<file path="config.mk">
export PLATFORM = sky130hd
export DESIGN_NAME = dcache_snoop_bus
export DESIGN_NICKNAME = d
export VERILOG_FILES = /design/src/rtl/dcache_snoop_bus_pkg.sv /design/src/rtl/dcache_bus_arb.sv /design/src/rtl/dcache_snoop_bus.sv
export SDC_FILE = /design/constraint.sdc
export NUM_CORES = 1
export LEC_CHECK = 0
export CAP_MARGIN = 10
export CORE_AREA = 2 2 241 243
export DETAILED_ROUTE_END_ITERATION = 16
export DIE_AREA = 0 0 243 245
export PLACE_DENSITY_LB_ADDON = 0.25
export SLEW_MARGIN = 20
export SYNTH_ARGS = -nofsm -noshare
export SYNTH_HDL_FRONTEND = slang
export SYNTH_SLANG_ARGS = --single-unit
</file>
<file path="constraint.sdc">
create_clock -name clk -period 2.3 [get_ports clk]
set_input_delay 0.69 -clock clk [delete_from_list [all_inputs] [get_ports clk]]
set_output_delay 0.69 -clock clk [all_outputs]
set_load 0.005 [all_outputs]
</file>
<file path="src/rtl/dcache_snoop_bus_pkg.sv">
// dcache_snoop_bus_pkg: shared widths, message and state types for the Dcache snoop bus
`ifndef DCACHE_TAG_W
`define DCACHE_TAG_W 20
`endif
`ifndef DCACHE_IDX_W
`define DCACHE_IDX_W 6
`endif
`ifndef DCACHE_WORD_IN_BITS
`define DCACHE_WORD_IN_BITS 64
`endif
package dcache_snoop_bus_pkg;
  localparam int DCACHE_TAG_W = `DCACHE_TAG_W;
  localparam int DCACHE_IDX_W = `DCACHE_IDX_W;
  localparam int DCACHE_DATA_W = `DCACHE_WORD_IN_BITS;
  localparam int MSG_W = 2;
  typedef enum logic [MSG_W-1:0] {MSG_NONE, MSG_GET_S, MSG_GET_M, MSG_PUT_M} message_t;
  typedef enum logic [2:0] {S_IDLE, S_GRANT, S_SNOOP, S_MEM_WR, S_MEM_RD, S_MEM_WAIT, S_RSP} bus_state_e;
endpackage

</file>
<file path="src/rtl/dcache_bus_arb.sv">
// dcache_bus_arb: 2-input round-robin arbiter with one-hot grant and pointer update on accept
module dcache_bus_arb (
  input  logic       clk,
  input  logic       rst_n,
  input  logic [1:0] req,
  input  logic       accept,
  output logic [1:0] gnt
);
  logic ptr;
  always_comb gnt = ptr ? (req[1] ? 2'b10 : {1'b0, req[0]}) : (req[0] ? 2'b01 : {req[1], 1'b0});
  always_ff @(posedge clk or negedge rst_n)
    if (!rst_n) ptr <= 1'b0;
    else if (accept && |gnt) ptr <= gnt[0];
endmodule

</file>
<file path="src/rtl/dcache_snoop_bus.sv">
// dcache_snoop_bus: arbitrates core requests, snoops the peer, falls back to memory and returns the fill
module dcache_snoop_bus
  import dcache_snoop_bus_pkg::*;
#(
  parameter int NUM_CPU   = 2,
  parameter int TAG_W     = DCACHE_TAG_W,
  parameter int IDX_W     = DCACHE_IDX_W,
  parameter int DATA_W    = DCACHE_DATA_W,
  parameter int SNOOP_WIN = 2
) (
  input  logic                      clk,
  input  logic                      rst_n,
  input  logic [NUM_CPU-1:0]        Dcache2bus_req_en_i,
  input  logic [NUM_CPU*TAG_W-1:0]  Dcache2bus_req_tag_i,
  input  logic [NUM_CPU*IDX_W-1:0]  Dcache2bus_req_idx_i,
  input  logic [NUM_CPU*DATA_W-1:0] Dcache2bus_req_data_i,
  input  logic [NUM_CPU*MSG_W-1:0]  Dcache2bus_req_message_i,
  input  logic [NUM_CPU-1:0]        Dcache2bus_rsp_vld_i,
  input  logic [NUM_CPU*DATA_W-1:0] Dcache2bus_rsp_data_i,
  input  logic [NUM_CPU-1:0]        Dcache2bus_rsp_ack_i,
  output logic [NUM_CPU-1:0]        bus2Dcache_req_ack_o,
  output logic                      bus2Dcache_req_id_o,
  output logic [TAG_W-1:0]          bus2Dcache_req_tag_o,
  output logic [IDX_W-1:0]          bus2Dcache_req_idx_o,
  output message_t                  bus2Dcache_req_message_o,
  output logic                      bus2Dcache_rsp_vld_o,
  output logic                      bus2Dcache_rsp_id_o,
  output logic [DATA_W-1:0]         bus2Dcache_rsp_data_o,
  output logic                      mem_req_en_o,
  output logic                      mem_req_wr_o,
  output logic [63:0]               mem_req_addr_o,
  output logic [DATA_W-1:0]         mem_req_data_o,
  input  logic                      mem_req_ack_i,
  input  logic                      mem_rsp_vld_i,
  input  logic [DATA_W-1:0]         mem_rsp_data_i
);
  localparam int CW = SNOOP_WIN > 1 ? $clog2(SNOOP_WIN) : 1;
  bus_state_e state, nxt;
  logic [1:0] gnt;
  logic gid, id_q, peer_vld, grant;
  logic [TAG_W-1:0] tag_q;
  logic [IDX_W-1:0] idx_q;
  logic [DATA_W-1:0] data_q;
  message_t msg_q;
  logic [CW-1:0] cnt_q;
  dcache_bus_arb u_arb (.clk(clk), .rst_n(rst_n), .req(Dcache2bus_req_en_i), .accept(state == S_IDLE), .gnt(gnt));
  always_comb begin
    gid = gnt[1];
    peer_vld = Dcache2bus_rsp_vld_i[~id_q];
    grant = state == S_GRANT;
    nxt = state;
    case (state)
      S_IDLE:     nxt = |gnt ? S_GRANT : S_IDLE;
      S_GRANT:    nxt = msg_q == MSG_PUT_M ? S_MEM_WR : S_SNOOP;
      S_SNOOP:    nxt = peer_vld ? (msg_q == MSG_GET_S ? S_MEM_WR : S_RSP) : (cnt_q == CW'(SNOOP_WIN - 1) ? S_MEM_RD : S_SNOOP);
      S_MEM_WR:   nxt = !mem_req_ack_i ? S_MEM_WR : (msg_q == MSG_PUT_M ? S_IDLE : S_RSP);
      S_MEM_RD:   nxt = mem_req_ack_i ? S_MEM_WAIT : S_MEM_RD;
      S_MEM_WAIT: nxt = mem_rsp_vld_i ? S_RSP : S_MEM_WAIT;
      S_RSP:      nxt = Dcache2bus_rsp_ack_i[id_q] ? S_IDLE : S_RSP;
      default:    nxt = S_IDLE;
    endcase
    bus2Dcache_req_ack_o = NUM_CPU'(grant) << id_q;
    bus2Dcache_req_id_o = grant & id_q;
    bus2Dcache_req_tag_o = grant ? tag_q : '0;
    bus2Dcache_req_idx_o = grant ? idx_q : '0;
    bus2Dcache_req_message_o = grant ? msg_q : MSG_NONE;
    bus2Dcache_rsp_vld_o = state == S_RSP;
    bus2Dcache_rsp_id_o = bus2Dcache_rsp_vld_o & id_q;
    bus2Dcache_rsp_data_o = bus2Dcache_rsp_vld_o ? data_q : '0;
    mem_req_wr_o = state == S_MEM_WR;
    mem_req_en_o = mem_req_wr_o || state == S_MEM_RD;
    mem_req_addr_o = mem_req_en_o ? 64'({tag_q, idx_q, 3'b000}) : '0;
    mem_req_data_o = mem_req_wr_o ? data_q : '0;
  end
  always_ff @(posedge clk or negedge rst_n)
    if (!rst_n) state <= S_IDLE;
    else state <= nxt;
  always_ff @(posedge clk or negedge rst_n)
    if (!rst_n) begin
      id_q <= 1'b0;
      tag_q <= '0;
      idx_q <= '0;
      data_q <= '0;
      msg_q <= MSG_NONE;
      cnt_q <= '0;
    end else begin
      if (state == S_IDLE && |gnt) begin
        id_q <= gid;
        tag_q <= Dcache2bus_req_tag_i[gid*TAG_W +: TAG_W];
        idx_q <= Dcache2bus_req_idx_i[gid*IDX_W +: IDX_W];
        data_q <= Dcache2bus_req_data_i[gid*DATA_W +: DATA_W];
        msg_q <= message_t'(Dcache2bus_req_message_i[gid*MSG_W +: MSG_W]);
      end
      cnt_q <= state == S_SNOOP ? cnt_q + 1'b1 : '0;
      if (state == S_SNOOP && peer_vld) data_q <= Dcache2bus_rsp_data_i[(~id_q)*DATA_W +: DATA_W];
      if (state == S_MEM_WAIT && mem_rsp_vld_i) data_q <= mem_rsp_data_i;
    end
endmodule

</file>
==> metrics.txt <==
run status finished, violations left; failing checks negative setup slack; num rows between 80 and 90; Req. time, crit path ~1.6 ns; I/O Pins 613; pwr/cell area between 1000 and 1500 nW/um^2; initial antenna violation count 3; number of H-tree levels 3; Num Clock Sinks 98; layout cells sized above 1 between 30% and 40%; Syn Area/Cell approximately 8.8 sq um; Worst-Skew Late Latency about 0.39 ns; via count 8,136; drt drc 0; Non-Filler Instances ~2,100; Final Max Slew Viols 0; Worst Skew approximately 0.012 ns; Placed Cells between 1,500 and 2,000; CP Capture Type output port; worst min path class in2async; DP HPWL 28.4 mm; RSZ-0062 raised after global routing true; minimum clock period around 2.6 ns; synth warn 0; Root Driver clkbuf_16; synthesized cell area around 7000 sq um; clk slew on worst S/H paths 0.08 ns; pin count of the biggest net entering global routing 53; sequential-to-total area share from yosys stat approximately a third; cell count after synthesis approximately 790; full die area approximately 60,000 sq um; Die H between 200 and 250 um; minimum hold slack between 0.15 and 0.2 ns; Max IR drop VDD 0.000397 V; vias per cell slightly below 4; Most used DFF post-synth dfrtp_1; Final ANT Viol Nets 0; Starting Density between 10 and 15%; max_cap viols 0; I/O Buffers approximately 450; Worst Path Max Fanout 4; width of the die 243 um; CORE AREA ~57,000 sq um; type of origin of the critical path flop; critical path class reg2out; RD Place Congestion 0.755; Final Cycle Share 114%; leak pwr between 6 and 7 nW; ys async rst share 100%; Synth cell types 37; worst setup margin -0.329 ns; CP arrival just under 2 ns; setup violators final around 180; nets roughly 1,700; number of synthesized register bits 98; Post-synth EDFFs 0; Hold Fails Final Rpt 0; Clock Tree Buf Depth 2; GR Util All Layers around 13%; wire per inst between 20 and 25 um; CTS tree done; final WL ~42 mm; post-route cell area ~15,000 sq um; vias in the first global route approximately 8,200; global-route wire length before repair between 50 and 60 mm; First DRT Iteration DRCs between 300 and 400; Placement Cell Area ~13,000 sq um; Fmax approximately 380 MHz; Area growth, synth to finish 107%; total gr overflow 0; CTS buffer count 9; Hold Buf Count CTS 0; TritonRoute pass-1 iters 7
[Yosys cell counts (3+ instances only)]
| cell type | instances | area, sq um |
|---|---|---|
| buf_4 | 42 | 315 |
| nand2_1 | 96 | 360 |
| clkbuf_1 | 33 | 124 |
| and3_1 | 27 | 169 |
| dfrtp_1 | 98 | 2450 |
| buf_2 | 34 | 170 |
| inv_2 | 3 | 11.3 |
| a32o_1 | 64 | 641 |
| buf_1 | 4 | 15.0 |
| o32ai_1 | 64 | 561 |
| nor2b_1 | 30 | 188 |
| and2_1 | 133 | 832 |
| nand2b_1 | 69 | 432 |
| buf_6 | 7 | 78.8 |
| mux2i_1 | 30 | 300 |
| o21ai_1 | 30 | 150 |
| nor2_1 | 6 | 22.5 |
[flip-flops by register name, summed over array words and instances (netlist names)]
signal / cells
data_q: 64
tag_q: 20
idx_q: 6
state: 3
msg_q: 2
cnt_q: 1
id_q: 1
u_arb.ptr: 1
[kinds of logic (layout without fill, tap and decap cells)]
group | count (synthesis) | after routing | synth area share, %
compound gates | 166 | 166 | 20.2
flops | 98 | 98 | 35.0
other cells | 1 | 39 | 0.0536
buf+inv | 124 | 620 | 10.3
simple gates | 373 | 373 | 30.0
mux | 31 | 31 | 4.45
[cell type report]
class | instances | area, sq um
clock buffers | 9 | 225
diodes | 1 | 2.50
clock inverters | 7 | 85.1
fillers | 6325 | 42500
flip-flops and latches | 98 | 2450
well taps | 765 | 957
inverters | 4 | 15.0
repair buffers | 600 | 6370
multi-input cells | 608 | 4410
[worst max-delay path, cell delays in order (launching register included)]
cell and delay [ns]:
dfrtp_1 0.41, inv_2 0.07, nor3_4 0.25, buf_6 0.17, buf_6 0.11, buf_12 0.11, buf_8 0.11, buf_6 0.10
and2_4 0.13, buf_6 0.09
[stage by stage]
step | power (W) | TNS [ns] | utilization [%] | worst slack, ns
after floorplan | 0.00700 | 0 | - | 0.267
after global placement | 0.0108 | -38.92 | 22.1 | -0.340
after detailed placement | 0.0109 | -36.19 | 22.1 | -0.328
after CTS | 0.0132 | -75.00 | 23.2 | -0.557
after global routing | 0.0161 | -52.65 | 25.5 | -0.437
final | 0.0150 | -32.88 | 25.5 | -0.329
[layer usage]
layer | part of all wire [%] | up-vias | track usage, %
met5 | 0.066 | - | 0
met4 | 1.3 | 4 | 2.74
met3 | 7.3 | 25 | 4.17
met2 | 47 | 326 | 20.8
met1 | 44 | 3981 | 16.3
li1 | - | 3800 | -
[what timing repair did]
action | CTS | global route
gates cloned | 4 | 13
endpoints found under the setup margin | 189 | 189
buffers inserted | 15 | 69
hold endpoints to repair | 0 | 0
pin swaps | 7 | 25
gates resized for setup | 258 | 675
[power breakdown]
group          internal (W)  total, W  switching (W)
combinational       0.00572   0.00986        0.00414
sequential          0.00263   0.00343       0.000802
clock              0.000867   0.00170       0.000832
total               0.00922    0.0150        0.00578
[layout by cell type, fill, tap and decap left out, drive strengths merged, types with 9 or more instances in the layout]
cell type / Yosys / routed
conb: 1 / 38
clkdlybuf4s50: 0 / 256
nand2: 96 / 96
nand2b: 69 / 69
a32o: 64 / 64
dfrtp: 98 / 98
and2: 133 / 133
and3: 28 / 28
buf: 87 / 298
o21ai: 32 / 32
nor2: 9 / 9
clkbuf: 33 / 52
mux2i: 30 / 30
o32ai: 64 / 64
nor2b: 30 / 30
[worst paths after layout]
check | startpoint | end | slack (ns) | depth (start not counted)
worst max-delay path | state[1] | bus2Dcache_rsp_data_o[52] | -0.33 | 9
worst min-delay path | rst_n | data_q[44] | 0.20 | 1
worst max register to register | state[1] | data_q[56] | 0.12 | 7
worst min register to register | cnt_q | cnt_q | 0.47 | 1
max in group asynchronous | rst_n | data_q[15] | 1.47 | 2
min in group clk | cnt_q | cnt_q | 0.47 | 1
No activity file was read; power rests on OpenSTA's default activity.
